## src/rtl/div_iterative_if.sv

```systemverilog
// ---------------------------------------------------------------------------
// div_iterative_if
// Request/result bundle between the execute stage and the iterative divider.
//   start_i     request strobe, only accepted while the divider is idle
//   op_i        00 DIV, 01 DIVU, 10 REM, 11 REMU
//   dividend_i  rs1 operand
//   divisor_i   rs2 operand
//   kill_i      pipeline flush, aborts an in-flight operation
//   busy_o      divider not idle
//   valid_o     one-cycle result strobe
//   result_o    quotient or remainder, held until the next accepted start
// master: issuing side (execute stage / bench); slave: the divider.
// ---------------------------------------------------------------------------
interface div_iterative_if #(
    parameter int WIDTH = 32
);
    logic             start_i;
    logic [1:0]       op_i;
    logic [WIDTH-1:0] dividend_i;
    logic [WIDTH-1:0] divisor_i;
    logic             kill_i;
    logic             busy_o;
    logic             valid_o;
    logic [WIDTH-1:0] result_o;

    modport master (
        output start_i, op_i, dividend_i, divisor_i, kill_i,
        input  busy_o, valid_o, result_o
    );

    modport slave (
        input  start_i, op_i, dividend_i, divisor_i, kill_i,
        output busy_o, valid_o, result_o
    );
endinterface

```

## src/rtl/div_iterative.sv

```systemverilog
// ---------------------------------------------------------------------------
// div_iterative
// Multi-cycle restoring integer divider for the M-extension execute stage.
// Resolves UNROLL quotient bits per calculation cycle, handles signed and
// unsigned DIV/REM, and short-cuts divide-by-zero and signed overflow.
//
// Ports:
//   clk      rising-edge clock
//   reset_n  asynchronous active-low reset
//   bus      div_iterative_if.slave (start/op/operands/kill in,
//            busy/valid/result out)
//
// State | meaning  (div_states_e)
//   D_IDLE | waiting for start_i; operands latched on acceptance
//   D_INIT | sign flags, absolute values, early-out detection
//   D_CALC | UNROLL restoring steps per cycle, counter counts down to 1
//   D_SIGN | sign fix-up, quotient/remainder select into result register
// ---------------------------------------------------------------------------
module div_iterative #(
    parameter int WIDTH  = 32,
    parameter int UNROLL = 1
) (
    input  logic          clk,
    input  logic          reset_n,
    div_iterative_if.slave bus
);
    localparam int N  = WIDTH / UNROLL;
    localparam int CW = $clog2(N + 1);

    localparam logic [CW-1:0]    CNT_LOAD = CW'(N);
    localparam logic [WIDTH-1:0] MIN_NEG  = {1'b1, {(WIDTH-1){1'b0}}};

    localparam logic [1:0] D_IDLE = 2'd0;
    localparam logic [1:0] D_INIT = 2'd1;
    localparam logic [1:0] D_CALC = 2'd2;
    localparam logic [1:0] D_SIGN = 2'd3;

    logic [1:0]       state_q,   state_d;
    logic [1:0]       op_q,      op_d;
    // quo_q holds the raw dividend after acceptance, its absolute value after
    // D_INIT, and is shifted left during D_CALC until it holds the quotient.
    logic [WIDTH-1:0] quo_q,     quo_d;
    logic [WIDTH-1:0] dvs_q,     dvs_d;
    logic [WIDTH:0]   rem_q,     rem_d;
    logic [CW-1:0]    cnt_q,     cnt_d;
    logic             neg_quo_q, neg_quo_d;
    logic             neg_rem_q, neg_rem_d;
    logic             bypass_q,  bypass_d;
    logic             valid_q,   valid_d;
    logic [WIDTH-1:0] result_q,  result_d;

    logic             is_signed;
    logic             a_neg;
    logic             b_neg;
    logic [WIDTH-1:0] a_abs;
    logic [WIDTH-1:0] b_abs;
    logic             div_zero;
    logic             ovf;
    logic [WIDTH:0]   calc_rem;
    logic [WIDTH-1:0] calc_quo;
    logic [WIDTH-1:0] quo_fix;
    logic [WIDTH-1:0] rem_fix;

    assign is_signed = ~op_q[0];
    assign a_neg     = is_signed & quo_q[WIDTH-1];
    assign b_neg     = is_signed & dvs_q[WIDTH-1];
    assign a_abs     = a_neg ? (~quo_q + 1'b1) : quo_q;
    assign b_abs     = b_neg ? (~dvs_q + 1'b1) : dvs_q;
    assign div_zero  = (dvs_q == '0);
    assign ovf       = is_signed && (quo_q == MIN_NEG) && (dvs_q == '1);

    // Remainder is WIDTH+1 bits so the shifted-in value can exceed the
    // divisor's range without losing the top bit before the compare.
    always_comb begin
        calc_rem = rem_q;
        calc_quo = quo_q;
        for (int i = 0; i < UNROLL; i++) begin
            calc_rem = {calc_rem[WIDTH-1:0], calc_quo[WIDTH-1]};
            calc_quo = {calc_quo[WIDTH-2:0], 1'b0};
            if (calc_rem >= {1'b0, dvs_q}) begin
                calc_rem    = calc_rem - {1'b0, dvs_q};
                calc_quo[0] = 1'b1;
            end
        end
    end

    assign quo_fix = (!bypass_q && neg_quo_q) ? (~quo_q + 1'b1) : quo_q;
    assign rem_fix = (!bypass_q && neg_rem_q) ? (~rem_q[WIDTH-1:0] + 1'b1)
                                              : rem_q[WIDTH-1:0];

    always_comb begin
        state_d   = state_q;
        op_d      = op_q;
        quo_d     = quo_q;
        dvs_d     = dvs_q;
        rem_d     = rem_q;
        cnt_d     = cnt_q;
        neg_quo_d = neg_quo_q;
        neg_rem_d = neg_rem_q;
        bypass_d  = bypass_q;
        valid_d   = 1'b0;
        result_d  = result_q;

        case (state_q)
            D_IDLE: begin
                if (bus.start_i && !bus.kill_i) begin
                    op_d    = bus.op_i;
                    quo_d   = bus.dividend_i;
                    dvs_d   = bus.divisor_i;
                    state_d = D_INIT;
                end
            end

            D_INIT: begin
                if (bus.kill_i) begin
                    state_d = D_IDLE;
                end else begin
                    neg_quo_d = a_neg ^ b_neg;
                    neg_rem_d = a_neg;
                    quo_d     = a_abs;
                    dvs_d     = b_abs;
                    rem_d     = '0;
                    cnt_d     = CNT_LOAD;
                    bypass_d  = 1'b0;
                    if (div_zero) begin
                        // Remainder is the raw dividend, never sign-corrected.
                        quo_d    = '1;
                        rem_d    = {1'b0, quo_q};
                        bypass_d = 1'b1;
                        state_d  = D_SIGN;
                    end else if (ovf) begin
                        quo_d    = MIN_NEG;
                        rem_d    = '0;
                        bypass_d = 1'b1;
                        state_d  = D_SIGN;
                    end else begin
                        state_d = D_CALC;
                    end
                end
            end

            D_CALC: begin
                if (bus.kill_i) begin
                    state_d = D_IDLE;
                end else begin
                    rem_d = calc_rem;
                    quo_d = calc_quo;
                    cnt_d = cnt_q - 1'b1;
                    if (cnt_q == CW'(1)) begin
                        state_d = D_SIGN;
                    end
                end
            end

            D_SIGN: begin
                state_d = D_IDLE;
                if (!bus.kill_i) begin
                    result_d = op_q[1] ? rem_fix : quo_fix;
                    valid_d  = 1'b1;
                end
            end

            default: state_d = D_IDLE;
        endcase
    end

    always_ff @(posedge clk or negedge reset_n) begin
        if (!reset_n) begin
            state_q   <= D_IDLE;
            op_q      <= '0;
            quo_q     <= '0;
            dvs_q     <= '0;
            rem_q     <= '0;
            cnt_q     <= '0;
            neg_quo_q <= 1'b0;
            neg_rem_q <= 1'b0;
            bypass_q  <= 1'b0;
            valid_q   <= 1'b0;
            result_q  <= '0;
        end else begin
            state_q   <= state_d;
            op_q      <= op_d;
            quo_q     <= quo_d;
            dvs_q     <= dvs_d;
            rem_q     <= rem_d;
            cnt_q     <= cnt_d;
            neg_quo_q <= neg_quo_d;
            neg_rem_q <= neg_rem_d;
            bypass_q  <= bypass_d;
            valid_q   <= valid_d;
            result_q  <= result_d;
        end
    end

    assign bus.busy_o   = (state_q != D_IDLE);
    assign bus.valid_o  = valid_q;
    assign bus.result_o = result_q;

endmodule
```

## src/flat_wrapper.sv

```systemverilog
// flat-port wrapper written by rule: the top's interface ports become plain ports
module div_iterative_flat 
#(
    parameter int WIDTH  = 32,
    parameter int UNROLL = 1
)
  (clk, reset_n, bus_start_i, bus_op_i, bus_dividend_i, bus_divisor_i, bus_kill_i, bus_busy_o, bus_valid_o, bus_result_o);
  div_iterative_if #(.WIDTH(WIDTH)) bus_i ();
  input  logic clk;
  input  logic reset_n;
  input wire logic [$bits(bus_i.start_i)-1:0] bus_start_i;
  input wire logic [$bits(bus_i.op_i)-1:0] bus_op_i;
  input wire logic [$bits(bus_i.dividend_i)-1:0] bus_dividend_i;
  input wire logic [$bits(bus_i.divisor_i)-1:0] bus_divisor_i;
  input wire logic [$bits(bus_i.kill_i)-1:0] bus_kill_i;
  output wire logic [$bits(bus_i.busy_o)-1:0] bus_busy_o;
  output wire logic [$bits(bus_i.valid_o)-1:0] bus_valid_o;
  output wire logic [$bits(bus_i.result_o)-1:0] bus_result_o;
  assign bus_i.start_i = bus_start_i;
  assign bus_i.op_i = bus_op_i;
  assign bus_i.dividend_i = bus_dividend_i;
  assign bus_i.divisor_i = bus_divisor_i;
  assign bus_i.kill_i = bus_kill_i;
  assign bus_busy_o = bus_i.busy_o;
  assign bus_valid_o = bus_i.valid_o;
  assign bus_result_o = bus_i.result_o;
  div_iterative #(.WIDTH(WIDTH), .UNROLL(UNROLL)) u_core (.clk(clk), .reset_n(reset_n), .bus(bus_i));
endmodule
```

## config.mk

```make
export PLATFORM = sky130hd
export DESIGN_NAME = div_iterative_flat
export DESIGN_NICKNAME = d
export VERILOG_FILES = /design/src/rtl/div_iterative_if.sv /design/src/rtl/div_iterative.sv /design/src/flat_wrapper.sv
export SDC_FILE = /design/constraint.sdc
export NUM_CORES = 1
export LEC_CHECK = 0
export BUFFER_PORTS_ARGS = -buffer_cell sky130_fd_sc_hd__buf_4
export CAP_MARGIN = 20
export CORE_UTILIZATION = 30
export CTS_CLUSTER_SIZE = 25
export DETAILED_ROUTE_END_ITERATION = 8
export GPL_ROUTABILITY_DRIVEN = 0
export PLACE_DENSITY = 0.49
export SYNTH_ARGS = -nofsm -noshare
export SYNTH_HDL_FRONTEND = slang
export SYNTH_SLANG_ARGS = --single-unit
```

## constraint.sdc

```tcl
create_clock -name clk -period 3.9 [get_ports clk]
set_input_delay 0.585 -clock clk [delete_from_list [all_inputs] [get_ports clk]]
set_output_delay 0.585 -clock clk [all_outputs]
set_load 0.03 [all_outputs]
```

==> impl_metrics.py, run 1 <==
metrics = {
    "routing": {
        "routed_wl_um": 41900,
        "routedWlPerCell_um": 19.9,
        "route.vias.total": 11500,
        "ant_nets": 0,
        "top_layer": "met4",
        "wl_met2_um": 19100,
        "drc": 0,
        "routed_via_density": 5.48,
        "m1WireLength_um": 20200,
        "drt-pass1-iter-count": 6,
        "drt_iter0_drc": 821,
        "route.met3.wl_um": 2160,
    },
    "die": {
        "io_pins": 104,
        "rows": 71,
        "dieArea_mm2": 0.0391,
        "die_w_um": 198,
        "start_util": 0.306,
        "coreArea_mm2": 0.0377,
        "die_h_um": 198,
    },
    "min_path": {
        "hp-class": "primary input to async pin",
    },
    "global_routing": {
        "grt_first_pass_wirelength_um": 65300,
        "antenna_found_initial": 0,
        "first_global_vias": 10900,
        "grt_usage": 0.217,
        "grt_remaining_overflow": 0,
        "grt_max_degree": 89,
    },
    "timing": {
        "setup_viol": 0,
        "setup_tns_ns": 0,
        "slew_headroom": 0.327,
        "grt_setup_unrepaired": "false",
        "max_clock_freq_ghz": 0.288,
        "tightestPinTransition_ns": 1.01,
        "hold_ws_ns": 0.224,
        "min_period_over_period": 0.891,
        "finalWorstSetupSlack_ns": 0.427,
        "period_needed_ns": 3.47,
        "hold_viol": 0,
        "fin_worst_skew_ns": 0.00902,
        "final_max_slew_viol_count": 0,
    },
    "critical_path": {
        "cp_data_arrival_time_ns": 3.83,
        "critical_path.max_stage_delay_ns": 0.55,
        "crit_fanout": 30,
        "worst_setup_path_end_kind": "flip-flop",
        "path_cells": "inv_1 -> ha_1 -> or3b_2 -> nor4_4 -> nand3_1 -> nor4_4 -> buf_4 -> nand2_1 -> nand2_1 -> and3b_1 -> o31ai_1",
        "start_kind": "flip-flop",
        "crit_type": "flip-flop to flip-flop",
        "crit_required_ns": 4.26,
        "cpMaxStageDelayCell": "or3b_2",
    },
    "clock_tree": {
        "clock_path_buffers": 2,
        "htreeDepth": 4,
        "clkSinkCount": 142,
        "path_clk_slew_ns": 0.07,
        "cts_tree": "built",
        "cts_setup_buffers": 0,
        "cts_made_buffers": 17,
        "cts_resized": 0,
        "postCtsHoldBufs": 0,
        "worstSkewPairLatency_ns": 0.45,
        "cts_root_buffer": "clkbuf_16",
    },
    "run_status": {
        "outcome": "finished clean",
    },
    "placed_design": {
        "place_area_mm2": 0.0128,
        "dp_hpwl_um": 31800,
        "port_buffers": 103,
        "dpl_worst_slack_ns": 0.398,
    },
    "synth": {
        "ys_types": 80,
        "synth_ff_type": "dfrtp_1",
        "netlist_area_mm2": 0.0115,
        "synth-edff-count": 0,
        "ys_seq_area_frac": 0.309,
        "synth_seq_cells": 142,
        "netlist_instances": 1536,
        "syn_avg_cell_area_um2": 7.49,
        "ys_warn_count": 0,
        "syn-num-nets": 1650,
        "synth-async-reset-ratio": 1.00,
    },
    "flow_run": {
        "cap_viol_max_count": 0,
    },
    "power": {
        "p_leak_nw": 5.66,
        "ir_drop_uv": 394,
        "power_density_mw_per_mm2": 997,
    },
    "finish": {
        "post-route-util": 0.357,
        "final_area_mm2": 0.0134,
        "layout-area-overhead-vs-synth_pct": 16.8,
        "layout-drive-gt1-share": 0.134,
        "finalNetCount": 1696,
        "antenna_cells": 0,
    },
}
-- state kept, by name, summed over array words and instances (netlist names) --
name	count
u_core.neg_rem_q	1
u_core.op_q	2
u_core.bypass_q	1
u_core.bus.result_o	32
u_core.bus.valid_o	1
u_core.quo_q	32
u_core.neg_quo_q	1
u_core.dvs_q	32
u_core.cnt_q	6
u_core.rem_q	32
u_core.state_q	2
-- stage by stage --
step	cells	power, mW
after global routing	2106	14.5
after global placement	2073	11.5
after detailed placement	2073	11.5
after CTS	2105	13.3
after floorplan	1536	8.81
final	2106	13.4
-- metal layers --
layer	global-route usage	vias up
li1	-	5553
met1	0.311	5619
met2	0.347	328
met3	0.0271	33
met4	0.0436	0
met5	0	-
-- power by group --
part	total [mW]	switching [mW]	internal, mW
clock	1.77	0.745	1.02
combinational	8.22	5.08	3.14
sequential	3.42	1.25	2.17
-- cells by family after synthesis --
logic type,Yosys count,synth area share
XOR/XNOR,111,0.0845
AO/OA/AOI/OAI,499,0.255
flip-flops,142,0.309
multiplexers,16,0.0151
buffers and inverters,173,0.0594
adder cells (fa/ha/maj),44,0.0485
AND/OR/NAND/NOR,551,0.229
-- worst max-delay path: cells and delay by family, from the launching register on --
family / cells / cell delay [ns]
and+or+nand+nor: 7 / 2.07
buffers and inverters: 2 / 0.48
DFF: 1 / 0.46
AOI/OAI and AO/OA: 1 / 0.18
adders and majority gates: 1 / 0.18
-- layout make-up --
type	count	area, um^2
multi-input cells	1221	7310
inverters	57	214
clock inverters	14	184
clock buffers	18	429
well taps	511	639
flip-flops and latches	142	3550
fillers	4129	24200
repair buffers	143	1110
-- synthesized netlist by cell type, drive strengths merged, types with 10 or more instances --
master | instances | area share
o22ai | 27 | 0.015
o221ai | 12 | 0.0091
dfrtp | 142 | 0.31
a211oi | 11 | 0.0072
mux2 | 11 | 0.011
or3 | 20 | 0.011
o21ai | 175 | 0.076
buf | 20 | 0.0095
a21oi | 161 | 0.070
o211ai | 10 | 0.0065
xnor2 | 63 | 0.048
inv | 56 | 0.018
xor2 | 48 | 0.037
clkbuf | 96 | 0.031
nand2 | 219 | 0.073
ha | 43 | 0.047
a21o | 15 | 0.0098
nor3 | 28 | 0.013
a31oi | 16 | 0.0087
o31ai | 14 | 0.0091
nor4 | 17 | 0.013
a221oi | 10 | 0.0076
nor2 | 137 | 0.045
nand4 | 19 | 0.010
nand3 | 40 | 0.017
and3 | 15 | 0.0083
-- worst paths after layout --
path,start,end,slack [ns],cells after the start
worst max-delay path,u_core.dvs_q[1]$_DFFE_PN0P_,u_core.quo_q[17]$_DFFE_PN0P_,0.43,11
worst min-delay path,reset_n,u_core.cnt_q[0]$_DFFE_PN0P_,0.22,1
worst max register to register,u_core.dvs_q[1]$_DFFE_PN0P_,u_core.quo_q[17]$_DFFE_PN0P_,0.43,11
worst min register to register,u_core.bus.result_o[5]$_DFFE_PN0P_,u_core.bus.result_o[5]$_DFFE_PN0P_,0.48,2
max in group asynchronous,reset_n,u_core.bus.result_o[0]$_DFFE_PN0P_,2.81,2
min in group clk,bus_op_i[0],u_core.op_q[0]$_DFFE_PN0P_,0.38,2
-- layout by cell type, fill, tap and decap left out, types with 11 or more instances in the layout --
cell type,netlist,layout
inv_1,56,56
ha_1,43,41
nor3_1,27,27
o31ai_1,14,14
o21ai_0,170,170
or3_1,18,18
and3_1,14,14
a31oi_1,16,16
o221ai_1,12,12
nand3_1,40,40
nor2_1,136,136
a21oi_1,161,160
mux2_2,11,11
a21o_1,15,15
nand2_1,218,218
o22ai_1,27,27
xor2_1,48,48
xnor2_1,63,63
nand4_1,19,19
buf_4,2,139
a211oi_1,11,11
nor4_1,13,13
dfrtp_1,142,142
clkbuf_16,0,17
Power figures use the tool's default switching activity.
==> run 2, diff against run 1 <==
==> constraint.sdc (replaced) <==
create_clock -name clk -period 4.4 [get_ports clk]
set_input_delay 0.66 -clock clk [delete_from_list [all_inputs] [get_ports clk]]
set_output_delay 0.66 -clock clk [all_outputs]
set_load 0.03 [all_outputs]
==> run 2 against run 1 <==
Against the previous run:
- via count is 0.70% lower
- utilization fell by 0.49 points
- die area is the same
- final cell count down 0.57%
- non-clock buffer count down 13
- hold slack better by 0.044 ns
- wire length up 0.21%
- combinational power down 14%
- clock skew up 0.0070 ns
- register-to-register slack better by 0.36 ns
- cell area fell by 1.4%
==> impl_metrics.py, run 2 (same netlist as run 1, synthesis figures left out) <==
metrics = {
    "run_status": {
        "outcome": "finished clean",
    },
    "clock_tree": {
        "cts_setup_buffers": 0,
        "htreeDepth": 4,
        "cts_resized": 0,
        "postCtsHoldBufs": 0,
        "cts_tree": "built",
        "worstSkewPairLatency_ns": 0.45,
        "clkSinkCount": 142,
        "path_clk_slew_ns": 0.07,
        "cts_made_buffers": 17,
        "clock_path_buffers": 2,
        "cts_root_buffer": "clkbuf_16",
    },
    "die": {
        "start_util": 0.306,
        "dieArea_mm2": 0.0391,
        "die_h_um": 198,
        "rows": 71,
        "io_pins": 104,
        "coreArea_mm2": 0.0377,
        "die_w_um": 198,
    },
    "critical_path": {
        "cp_data_arrival_time_ns": 3.99,
        "crit_required_ns": 4.78,
        "start_kind": "flip-flop",
        "worst_setup_path_end_kind": "flip-flop",
        "crit_type": "flip-flop to flip-flop",
        "crit_fanout": 8,
    },
    "placed_design": {
        "port_buffers": 103,
        "dp_hpwl_um": 31900,
    },
    "finish": {
        "fill_cells": 4072,
        "layout-area-overhead-vs-synth_pct": 15.2,
        "post-route-util": 0.352,
        "regArea_mm2": 0.00355,
        "final_common_cell": "nand2_1",
        "multiInputGateArea_mm2": 0.00731,
        "final_cell_mix": "nand2_1 (218), o21ai_0 (170), a21oi_1 (160)",
        "layout-drive-gt1-share": 0.127,
        "finalNetCount": 1683,
    },
    "power": {
        "ir_drop_uv": 320,
        "internal_power_mw": 5.39,
        "swShare": 0.535,
        "power_density_mw_per_mm2": 875,
        "clock_power_share": 0.126,
        "power_frac_seq": 0.268,
        "p_leak_nw": 5.56,
        "power.total_mw": 11.6,
        "power.net_switching_mw": 6.21,
        "p_comb_frac": 0.606,
    },
    "routing": {
        "drt_iter0_drc": 892,
        "routed_via_density": 5.47,
        "wl_met2_um": 18700,
        "drc": 0,
        "top_layer": "met4",
        "ant_nets": 0,
        "routedWlPerCell_um": 20.0,
        "route.met3.wl_um": 2210,
        "routed_wl_um": 41900,
        "m1WireLength_um": 20200,
        "route.vias.total": 11500,
        "drt-pass1-iter-count": 5,
    },
    "timing": {
        "min_period_over_period": 0.821,
        "tightestPinTransition_ns": 0.960,
        "setup_viol": 0,
        "setup_tns_ns": 0,
        "hold_ws_ns": 0.269,
        "period_needed_ns": 3.61,
        "grt_setup_unrepaired": "false",
        "slew_headroom": 0.358,
        "hold_viol": 0,
        "fin_worst_skew_ns": 0.0160,
        "final_max_slew_viol_count": 0,
        "max_clock_freq_ghz": 0.277,
    },
    "global_routing": {
        "grt_remaining_overflow": 0,
        "grt_max_degree": 93,
        "first_global_vias": 11000,
        "grt_first_pass_wirelength_um": 64700,
        "grt_usage": 0.217,
        "antenna_found_initial": 0,
    },
    "min_path": {
        "hp-class": "primary input to async pin",
    },
    "flow_run": {
        "cap_viol_max_count": 0,
    },
}
run 2: changes by cell type in the layout (fill, tap and decap cells not counted), moves of 2 or more:
| cell | change |
|---|---|
| buf_4 | -10 |
| buf_12 | -3 |
| clkinv_2 | +3 |
| bufinv_16 | -2 |
run 2: metal layers:
metal / up-vias / GRT usage
met5: - / 0
met4: 0 / 0.0675
met3: 44 / 0.0332
met2: 333 / 0.339
met1: 5544 / 0.304
li1: 5531 / -
run 2: power by group through the flow:
stage	sequential (mW)	clock (mW)	combinational, mW
floorplan	2.68	0	5.13
global placement	3.10	0	6.90
detailed placement	3.11	0	6.96
CTS	3.09	1.48	6.99
global route	3.21	1.53	7.81
finish	3.11	1.46	7.04
run 2: area by class of cell:
type,count,area share
Timing Repair Buffer,130,0.0739
Antenna cell,1,0.000189
Inverter,57,0.0161
Multi-Input combinational cell,1221,0.551
Tap cell,511,0.0482
Clock inverter,15,0.0104
Clock buffer,17,0.0321
Sequential cell,142,0.268
run 2: stage by stage:
step / cells / setup WS [ns] / instance area, um^2
3_5_place_dp: 2059 / 0.841 / 12700
6_report: 2094 / 0.788 / 13300
3_3_place_gp: 2059 / 0.835 / 12700
2_1_floorplan: 1536 / 1.32 / 11500
4_1_cts: 2091 / 0.787 / 13200
5_1_grt: 2093 / 0.568 / 13300
run 2: critical path, stage by stage (launching register included):
cell      delay, ns
dfrtp_1        0.60
inv_1          0.18
ha_1           0.25
fa_1           0.41
nand2b_1       0.20
a211oi_1       0.38
o41ai_1        0.20
o41ai_1        0.30
buf_4          0.20
a21boi_0       0.17
o21ai_0        0.28
xor2_1         0.18
nand2_1        0.07
a31oi_1        0.12
run 2: final timing paths:
| path | to | depth (start not counted) | start | slack [ns] |
|---|---|---|---|---|
| max | u_core.rem_q[30]$_DFFE_PN0P_ | 13 | u_core.quo_q[31]$_DFFE_PN0P_ | 0.79 |
| max in group asynchronous | u_core.bus.result_o[5]$_DFFE_PN0P_ | 2 | reset_n | 3.14 |
| min in group clk | u_core.op_q[1]$_DFFE_PN0P_ | 2 | bus_op_i[1] | 0.44 |
| max reg2reg | u_core.rem_q[30]$_DFFE_PN0P_ | 13 | u_core.quo_q[31]$_DFFE_PN0P_ | 0.79 |
| min reg2reg | u_core.bus.result_o[6]$_DFFE_PN0P_ | 2 | u_core.bus.result_o[6]$_DFFE_PN0P_ | 0.48 |
| min | u_core.cnt_q[4]$_DFFE_PN0P_ | 1 | reset_n | 0.27 |
